**config.mk**
```make
export PLATFORM = sky130hd
export DESIGN_NAME = transpose_stream_ctrl
export DESIGN_NICKNAME = d
export VERILOG_FILES = /design/src/rtl/transpose_pkg.sv /design/src/rtl/transpose_out_skid.sv /design/src/rtl/transpose_stream_ctrl.sv
export SDC_FILE = /design/constraint.sdc
export NUM_CORES = 1
export LEC_CHECK = 0
export BUFFER_PORTS_ARGS = -buffer_cell sky130_fd_sc_hd__buf_4
export CAP_MARGIN = 40
export CORE_MARGIN = 2
export CORE_UTILIZATION = 52
export CTS_CLUSTER_SIZE = 40
export DETAILED_ROUTE_END_ITERATION = 10
export PLACE_DENSITY = 0.85
export SYNTH_ARGS = -nofsm -noshare
export SYNTH_HDL_FRONTEND = slang
export SYNTH_SLANG_ARGS = --single-unit
```
**constraint.sdc**
```tcl
create_clock -name clk -period 4.3 [get_ports clk]
set_clock_uncertainty 0.15 [all_clocks]
set_input_delay 0.645 -clock clk [delete_from_list [all_inputs] [get_ports clk]]
set_output_delay 0.645 -clock clk [all_outputs]
set_load 0.03 [all_outputs]
```
**src/rtl/transpose_pkg.sv**
```systemverilog
// Shared types, derived-size helpers and parameter legality checks for the
// streaming transpose controller.
package transpose_pkg;

  typedef enum logic [1:0] {
    IDLE,
    FILL,
    DRAIN
  } state_t;

  function automatic int calc_cpw(input int word_len, input int col_width);
    return word_len / col_width;
  endfunction

  function automatic int calc_wpr(input int matrix_dim, input int word_len, input int col_width);
    return matrix_dim / calc_cpw(word_len, col_width);
  endfunction

  function automatic int calc_total(input int matrix_dim, input int word_len, input int col_width);
    return matrix_dim * calc_wpr(matrix_dim, word_len, col_width);
  endfunction

  // Square power-of-2 matrix, whole elements per word, and a word no wider than a row.
  function automatic bit params_legal(input int matrix_dim, input int word_len, input int col_width);
    if (matrix_dim < 2 || col_width < 1 || word_len < col_width) return 1'b0;
    if ((matrix_dim & (matrix_dim - 1)) != 0) return 1'b0;
    if ((word_len % col_width) != 0) return 1'b0;
    return calc_cpw(word_len, col_width) <= matrix_dim;
  endfunction

endpackage

```
**src/rtl/transpose_out_skid.sv**
```systemverilog
// Two-entry registered output buffer; credit_ok gates read issue so that
// reads in flight plus held entries can never exceed the two slots.
module transpose_out_skid
  import transpose_pkg::*;
#(
  parameter int WORD_LEN = 32
) (
  input  logic                clk,
  input  logic                rst_n,
  input  logic                issue,
  input  logic                push,
  input  logic [WORD_LEN-1:0] push_data,
  input  logic                push_last,
  output logic                pop_valid,
  input  logic                pop_ready,
  output logic [WORD_LEN-1:0] pop_data,
  output logic                pop_last,
  output logic                credit_ok
);

  logic [1:0]          credit_reg, credit_next;
  logic                v0_reg, v1_reg, l0_reg, l1_reg;
  logic                v0_next, v1_next, l0_next, l1_next;
  logic [WORD_LEN-1:0] d0_reg, d1_reg, d0_next, d1_next;
  logic                pop;

  assign pop       = v0_reg & pop_ready;
  assign pop_valid = v0_reg;
  assign pop_data  = d0_reg;
  assign pop_last  = v0_reg & l0_reg;
  // A slot freed by this cycle's pop may be reused at once, giving 1 word/cycle.
  assign credit_ok = (credit_reg < 2'd2) || pop;
  assign credit_next = credit_reg + {1'b0, issue} - {1'b0, pop};

  always_comb begin
    v0_next = v0_reg;
    v1_next = v1_reg;
    l0_next = l0_reg;
    l1_next = l1_reg;
    d0_next = d0_reg;
    d1_next = d1_reg;
    if (pop) begin
      v0_next = v1_reg;
      d0_next = d1_reg;
      l0_next = l1_reg;
      v1_next = 1'b0;
    end
    if (push) begin
      if (!v0_next) begin
        v0_next = 1'b1;
        d0_next = push_data;
        l0_next = push_last;
      end else begin
        v1_next = 1'b1;
        d1_next = push_data;
        l1_next = push_last;
      end
    end
  end

  always_ff @(posedge clk) begin
    if (!rst_n) begin
      credit_reg <= '0;
      v0_reg     <= 1'b0;
      v1_reg     <= 1'b0;
      l0_reg     <= 1'b0;
      l1_reg     <= 1'b0;
      d0_reg     <= '0;
      d1_reg     <= '0;
    end else begin
      credit_reg <= credit_next;
      v0_reg     <= v0_next;
      v1_reg     <= v1_next;
      l0_reg     <= l0_next;
      l1_reg     <= l1_next;
      d0_reg     <= d0_next;
      d1_reg     <= d1_next;
    end
  end

endmodule

```
**src/rtl/transpose_stream_ctrl.sv**
```systemverilog
// Fill/drain sequencer for one circulant transpose memory. Optional performance
// counters are built when TRANSPOSE_STREAM_CTRL_PERF_EN is defined.
module transpose_stream_ctrl
  import transpose_pkg::*;
#(
  parameter int MATRIX_DIM = 4,
  parameter int COL_WIDTH  = 8,
  parameter int WORD_LEN   = 32,
  parameter int ADDR_LEN   = $clog2(MATRIX_DIM),
  parameter int MEM_RD_LAT = 1
) (
  input  logic                clk,
  input  logic                rst_n,
  input  logic [WORD_LEN-1:0] s_data,
  input  logic                s_valid,
  output logic                s_ready,
  output logic [WORD_LEN-1:0] m_data,
  output logic                m_valid,
  output logic                m_last,
  input  logic                m_ready,
  output logic                busy,
  output logic                mem_write_en,
  output logic [ADDR_LEN-1:0] mem_write_row,
  output logic [ADDR_LEN-1:0] mem_write_col,
  output logic [WORD_LEN-1:0] mem_data_in,
  output logic                mem_read_en,
  output logic [ADDR_LEN-1:0] mem_read_row,
  output logic [ADDR_LEN-1:0] mem_read_col,
  input  logic [WORD_LEN-1:0] mem_data_out
`ifdef TRANSPOSE_STREAM_CTRL_PERF_EN
  ,
  output logic [31:0]         perf_mat_count,
  output logic [31:0]         perf_stall_cycles
`endif
);

  localparam int CPW   = calc_cpw(WORD_LEN, COL_WIDTH);
  localparam int WPR   = calc_wpr(MATRIX_DIM, WORD_LEN, COL_WIDTH);
  localparam int TOTAL = calc_total(MATRIX_DIM, WORD_LEN, COL_WIDTH);
  localparam int CNT_W = $clog2(TOTAL) + 1;
  localparam logic [CNT_W-1:0] TOTAL_C = CNT_W'(TOTAL);
  localparam logic [CNT_W-1:0] LAST_C  = CNT_W'(TOTAL - 1);
  localparam logic [CNT_W-1:0] WPR_C   = CNT_W'(WPR);
  localparam logic [CNT_W-1:0] CPW_C   = CNT_W'(CPW);

  if (!params_legal(MATRIX_DIM, WORD_LEN, COL_WIDTH)) begin : g_bad_params
    $error("transpose_stream_ctrl: illegal MATRIX_DIM / COL_WIDTH / WORD_LEN combination");
  end

  state_t              state_reg, state_next;
  logic [CNT_W-1:0]    cnt_reg, cnt_next;
  logic                s_ready_reg;
  logic                accept, read_en, credit_ok;
  logic [ADDR_LEN-1:0] major_idx, minor_idx;
  logic [MEM_RD_LAT-1:0] rd_vld_pipe, rd_last_pipe;

  // One word counter serves both phases: writes during FILL, reads during DRAIN.
  assign major_idx = ADDR_LEN'(cnt_reg / WPR_C);
  assign minor_idx = ADDR_LEN'((cnt_reg % WPR_C) * CPW_C);

  assign accept        = s_valid & s_ready_reg;
  assign s_ready       = s_ready_reg;
  assign busy          = (state_reg != IDLE);
  assign mem_write_en  = accept;
  assign mem_write_row = accept ? major_idx : '0;
  assign mem_write_col = accept ? minor_idx : '0;
  assign mem_data_in   = accept ? s_data : '0;
  assign mem_read_en   = read_en;
  assign mem_read_row  = read_en ? minor_idx : '0;
  assign mem_read_col  = read_en ? major_idx : '0;

  always_comb begin
    state_next = state_reg;
    cnt_next   = cnt_reg;
    read_en    = 1'b0;
    case (state_reg)
      IDLE, FILL: begin
        if (accept) begin
          if (cnt_reg == LAST_C) begin
            state_next = DRAIN;
            cnt_next   = '0;
          end else begin
            state_next = FILL;
            cnt_next   = cnt_reg + 1'b1;
          end
        end
      end
      DRAIN: begin
        read_en = credit_ok && (cnt_reg != TOTAL_C);
        if (read_en) cnt_next = cnt_reg + 1'b1;
        if (m_valid && m_ready && m_last) begin
          state_next = IDLE;
          cnt_next   = '0;
        end
      end
      default: state_next = IDLE;
    endcase
  end

  always_ff @(posedge clk) begin
    if (!rst_n) begin
      state_reg   <= IDLE;
      cnt_reg     <= '0;
      s_ready_reg <= 1'b0;
    end else begin
      state_reg   <= state_next;
      cnt_reg     <= cnt_next;
      s_ready_reg <= (state_next != DRAIN);
    end
  end

  // Tracks which memory cycles carry valid read data; cleared on reset so late data is dropped.
  always_ff @(posedge clk) begin
    if (!rst_n) begin
      rd_vld_pipe  <= '0;
      rd_last_pipe <= '0;
    end else begin
      rd_vld_pipe[0]  <= read_en;
      rd_last_pipe[0] <= read_en && (cnt_reg == LAST_C);
      for (int i = 1; i < MEM_RD_LAT; i++) begin
        rd_vld_pipe[i]  <= rd_vld_pipe[i-1];
        rd_last_pipe[i] <= rd_last_pipe[i-1];
      end
    end
  end

  transpose_out_skid #(
    .WORD_LEN (WORD_LEN)
  ) u_skid (
    .clk       (clk),
    .rst_n     (rst_n),
    .issue     (read_en),
    .push      (rd_vld_pipe[MEM_RD_LAT-1]),
    .push_data (mem_data_out),
    .push_last (rd_last_pipe[MEM_RD_LAT-1]),
    .pop_valid (m_valid),
    .pop_ready (m_ready),
    .pop_data  (m_data),
    .pop_last  (m_last),
    .credit_ok (credit_ok)
  );

`ifdef TRANSPOSE_STREAM_CTRL_PERF_EN
  always_ff @(posedge clk) begin
    if (!rst_n) begin
      perf_mat_count    <= '0;
      perf_stall_cycles <= '0;
    end else begin
      if (m_valid && m_ready && m_last && (perf_mat_count != '1))
        perf_mat_count <= perf_mat_count + 32'd1;
      if (m_valid && !m_ready && (perf_stall_cycles != '1))
        perf_stall_cycles <= perf_stall_cycles + 32'd1;
    end
  end
`endif

endmodule
```
Yosys cells after proc, flatten, opt, wreduce, memory -nomap -nowiden
Cells that the tools add are included.
Storage, ports and cells
  register bits after elaboration: 78
  bits in latches: 0
  memory bits (writable): 0
  memory bits (read-only): 0
  input bits: 68
  output and inout bits: 78
  logic and storage cells: 61
  memories kept: 0
Cells by class
  add/sub/neg operators: 3
  multiply operators: 0
  div/mod/pow operators: 0
  order comparisons: 1
  eq/ne operators: 7
  shifts and indexed selects: 0
  muxes and demuxes: 24
  bitwise logic cells: 3
  reduce and logical (&&, ||, !) cells: 11
Operators with widths (count)
  32-bit two-way mux: 4
  3-bit two-way mux: 4
  2-bit two-way mux: 5
  1-bit two-way mux: 9
  3-bit != test, second input constant: 2
  3-bit case mux with 2 select lines: 1
  1-bit logical AND: 4
  2-bit != test, second input constant: 2
  2-bit case mux with 2 select lines: 1
  2-bit nonzero test: 2
  3-bit by 1-bit adder with 3-bit output, second input constant: 1
  1-bit bitwise AND: 3
  3-bit by 2-bit == test with 1-bit output, second input constant: 1
  3-bit AND reduction: 1
  2-bit by 1-bit adder with 2-bit output: 1
  2-bit by 1-bit == test with 1-bit output, second input constant: 1
  2-bit == test, second input constant: 1
  2-bit logical NOT: 1
  2-bit < comparator, second input constant: 1
  2-bit AND reduction: 1
  2-bit OR reduction: 1
  2-bit by 1-bit subtractor with 2-bit output: 1
  1-bit logical OR: 1

Depth between registers and ports, before layout
  word-level depth: 6
  gate-level depth with buffers: 9
  mapped depth without buffers: 9

By module
Synthesis repeated with hierarchy kept, for this count alone.
Unflattened totals
  cell total of the unflattened synthesis: 488
  area total of the unflattened synthesis: 4176.5 um^2
Modules (own cells, without submodules)
  transpose_out_skid: times used 1, cells an instance 394, area each 3472.1 um^2, sequential area each 1401.3 um^2
  transpose_stream_ctrl: times used 1, cells an instance 94, area each 704.4 um^2, sequential area each 160.2 um^2

Worst setup path before layout
Ideal clock, no wire load.
  path type: input to output
  start point: input m_ready
  end point: output mem_read_col[0]
  arrival: 1.709 ns
  data required time: 3.505 ns
  setup slack: 1.796 ns
  cell stages on the path: 4
  buffers on the path: 1
  path through: buf_4 a21bo_2 nand2_1 nor3_1
Between the ends
  longest elaborated chain between the ends: 5
RTL lines
  start, declared: RTL line transpose_stream_ctrl.sv:20  | input logic m_ready,
  1-bit bitwise AND: RTL line transpose_out_skid.sv:27  | assign pop = v0_reg & pop_ready;
  1-bit logical OR: RTL line transpose_out_skid.sv:32  | assign credit_ok = (credit_reg < 2'd2) || pop;
  1-bit logical AND: RTL line transpose_stream_ctrl.sv:89  | read_en = credit_ok && (cnt_reg != TOTAL_C);
  1-bit two-way mux: RTL line transpose_stream_ctrl.sv:76  | case (state_reg)
  2-bit two-way mux: RTL line transpose_stream_ctrl.sv:70  | assign mem_read_col = read_en ? major_idx : '0;
  end, declared: RTL line transpose_stream_ctrl.sv:28  | output logic [ADDR_LEN-1:0] mem_read_col,
Every way passes these cells.

Worst setup path in the final report
  start point: input m_ready
  end point: output mem_read_en
Between the ends
  longest elaborated chain between the ends: 4
RTL lines
  1-bit bitwise AND: RTL line transpose_out_skid.sv:27
  1-bit logical OR: RTL line transpose_out_skid.sv:32
  1-bit logical AND: RTL line transpose_stream_ctrl.sv:89
  1-bit two-way mux: RTL line transpose_stream_ctrl.sv:76
  end, declared: RTL line transpose_stream_ctrl.sv:26  | output logic mem_read_en,
Every way passes these cells.

==> flow_summary_export.csv <==
group,metric,value,unit
run_status,status,"completed",
worst_setup_path,reg2reg_to,"u_skid.credit_reg[1]",
floorplanning,design.core.area,6830,um^2
global_route,grt.overflow.total,0,
cts,clk_pin_slew,0.07,ns
yosys,avgSynthCellArea,8.29,um^2
floorplanning,rows,30,
job,maxCapViolCount,0,
floorplanning,start_util,54.2,%
cts,clk_latency,0.36,ns
worst_hold_path,hold_path.class,"reg2reg",
worst_setup_path,rrSetupSlack,1.85,ns
worst_setup_path,r2r_cells,6,
yosys,synth_warnings,0,
worst_setup_path,cp-endpoint,"mem_read_en",
pwr,vdd_drop_max,172,uV
worst_setup_path,endpoint_kind,"primary output",
place,place.gp.congestion,0.795,
floorplanning,die_h,88.4,um
yosys,synth_edf_count,0,
yosys,synthTopCellsByCount,"nand2_1, dfxtp_1, nor2_1",
yosys,syn_area,3700,um^2
cts,clk_path_buf_depth,2,
cts,post_cts_resized,0,
sta,fin_crit_sh,60.0,%
sta,finalSetupViolations,0,
sta,rsz0062_at_grt,"false",
pwr,power,0.00150,W
sta,slew_headroom,46.9,%
floorplanning,die_area,7810,um^2
detailed_routing,via_count,3612,
worst_setup_path,crit_arrival,1.79,ns
global_route,grt_pass1_wl,15.3,mm
floorplanning,io_pins,146,
floorplanning,die_x,88.4,um
global_route,grt_start_max_net_pins,41,
worst_setup_path,startpoint_type,"primary input",
cts,clock-root-buffer,"clkbuf_8",
detailed_routing,wirelength,9.71,mm
sta,fin_hold_ws,0.304,ns
layout,final_nets,637,
yosys,synth_top_cell_area_share,42.2,%
layout,instances_no_fill,665,
yosys,synth_cell_types,32,
pwr,leakagePower,2.12,nW
worst_setup_path,startpoint,"m_ready",
layout,num_antenna_cells,0,
detailed_routing,vias_per_cell,5.43,
sta,worst_pin_slew,0.795,ns
yosys,yosys.cell_count.top_type,"nand2_1",
place,dp_hpwl,6.69,mm
global_route,grt.total_usage,24.5,%
detailed_routing,wl_per_cell,14.6,um
sta,slew_viol_final,0,
sta,tns,0,ns
worst_setup_path,worstPathRequired,3.50,ns
yosys,synth_area_leaders,"dfxtp_1, a311oi_2, nand2_1",
cts,cts_made_buffers,9,
detailed_routing,drc,0,
yosys,synth_seq_cells,78,
worst_setup_path,reg2reg_from,"u_skid.pop_valid",
cts,cts_tree,"done",
yosys,synth-seq-area-share,42.2,%
global_route,grt_pass1_vias,3322,
worst_setup_path,crit_fanout,37,
sta,fmax,387,MHz
sta,finalHoldViolCount,0,
detailed_routing,drt_pre_antenna_iters,4,
yosys,synth_ff_type,"dfxtp_1",
worst_setup_path,critical_path_class,"in2out",
yosys,yosys.area.top_type,"dfxtp_1",
pwr,p_per_area,301,nW/um^2
detailed_routing,dr.first_iter.drc_count,242,
yosys,synthCells,447,
cts,cts_sinks,78,
yosys,ys_async_sr_fraction,0,%
cts,htree_levels,3,
place,dp_cells,649,
layout,syn_to_final_growth,34.2,%
detailed_routing,ant_nets,0,
place,numPortBuffers,141,
global_route,antenna_found_initial,0,
sta,post-route-min-period,2.58,ns
cts,cts_setup_buffers,0,
cts,ctsHoldBuffers,0,
layout,drive_gt1_share,35.1,%
==> layer usage <==
layer,global-route usage [%],vias to the layer above,routed length [um]
met3,5.60,13,539
met5,0,-,0
met1,30.6,1716,4140
met2,41.6,120,4900
met4,8.54,0,137
li1,-,1763,-
==> layout by cell type, fill, tap and decap left out <==
master      netlist  layout
a21bo_2           1       1
a21bo_4           1       1
a21oi_1          37      37
a311oi_1          3       3
a311oi_2         30      30
and2_1            4       4
and3_1           35      35
buf_12            0       1
buf_16            0       2
buf_4             7     144
bufinv_16         0       2
clkbuf_8          0       9
clkinv_2          0       1
clkinv_4          0       1
clkinvlp_4        0       2
conb_1            1       4
dfxtp_1          78      78
ha_1              5       5
inv_1             5       5
inv_2             1       1
inv_6             0       1
mux2i_1           4       4
nand2_1         107     107
nand2_2           1       1
nand2b_1          1       1
nand2b_4          1       1
nand3_1          36      36
nor2_1           38      38
nor3_1            5       5
o21ai_0           3       3
o22ai_1           1       1
o22ai_2           1       1
or2_2             1       1
or3_1             1       1
xnor2_1           1       1
xor2_1            1       1
==> where the power goes <==
part	internal (W)	switching [W]	leakage, nW
combinational	0.0000719	0.0000867	1.38
clock	0.000329	0.000280	0.106
sequential	0.000725	0.00000525	0.629
total	0.00113	0.000371	2.12
==> metrics by stage <==
stage                     instance area, um^2  util, %  setup slack (ns)
after floorplan                          3710        -              1.80
after global placement                   4670     68.4              1.46
after detailed placement                 4750     69.5              1.40
after CTS                                4970     72.8              1.75
after global routing                     4970     72.8              1.58
final                                    4970     72.8              1.72
==> worst min-delay path by stage <==
| stage | start | to | slack, ns | depth (start not counted) |
|---|---|---|---|---|
| 6_report | rd_last_pipe | u_skid.l1_reg | 0.30 | 2 |
| 3_5_place_dp | u_skid.v1_reg | u_skid.v1_reg | 0.30 | 2 |
| 5_1_grt | u_skid.d1_reg[29] | u_skid.d1_reg[29] | 0.32 | 2 |
| 4_1_cts | u_skid.v1_reg | u_skid.v1_reg | 0.31 | 2 |
| 2_1_floorplan | rd_last_pipe | u_skid.l1_reg | 0.28 | 2 |
| 3_3_place_gp | rd_last_pipe | u_skid.l1_reg | 0.29 | 2 |
==> critical path, cell delays in order <==
cell and delay, ns:
buf_4 0.37, a21bo_2 0.22, nand2_1 0.10, nor2_1 0.23, buf_4 0.21
==> area by class of cell <==
type,instances,area (um^2)
fillers,535,1860
inverters,6,22.5
repair buffers,147,1160
clock buffers,9,124
well taps,96,120
clock inverters,7,97.6
multi-input cells,322,1890
flip-flops and latches,78,1560
==> logic make-up (layout without fill, tap and decap cells) <==
| group | count (synthesis) | count (layout) | share of synthesized area (%) |
|---|---|---|---|
| xor gates and xnor gates | 2 | 2 | 0.473 |
| AOI/OAI and AO/OA | 77 | 77 | 19.5 |
| adders and majority gates | 5 | 5 | 1.69 |
| buffers and inverters | 50 | 169 | 7.13 |
| muxes | 4 | 4 | 1.08 |
| DFF | 78 | 78 | 42.2 |
| and+or+nand+nor | 230 | 230 | 27.9 |
| other | 1 | 4 | 0.101 |
(Power assumes the default switching activity.)
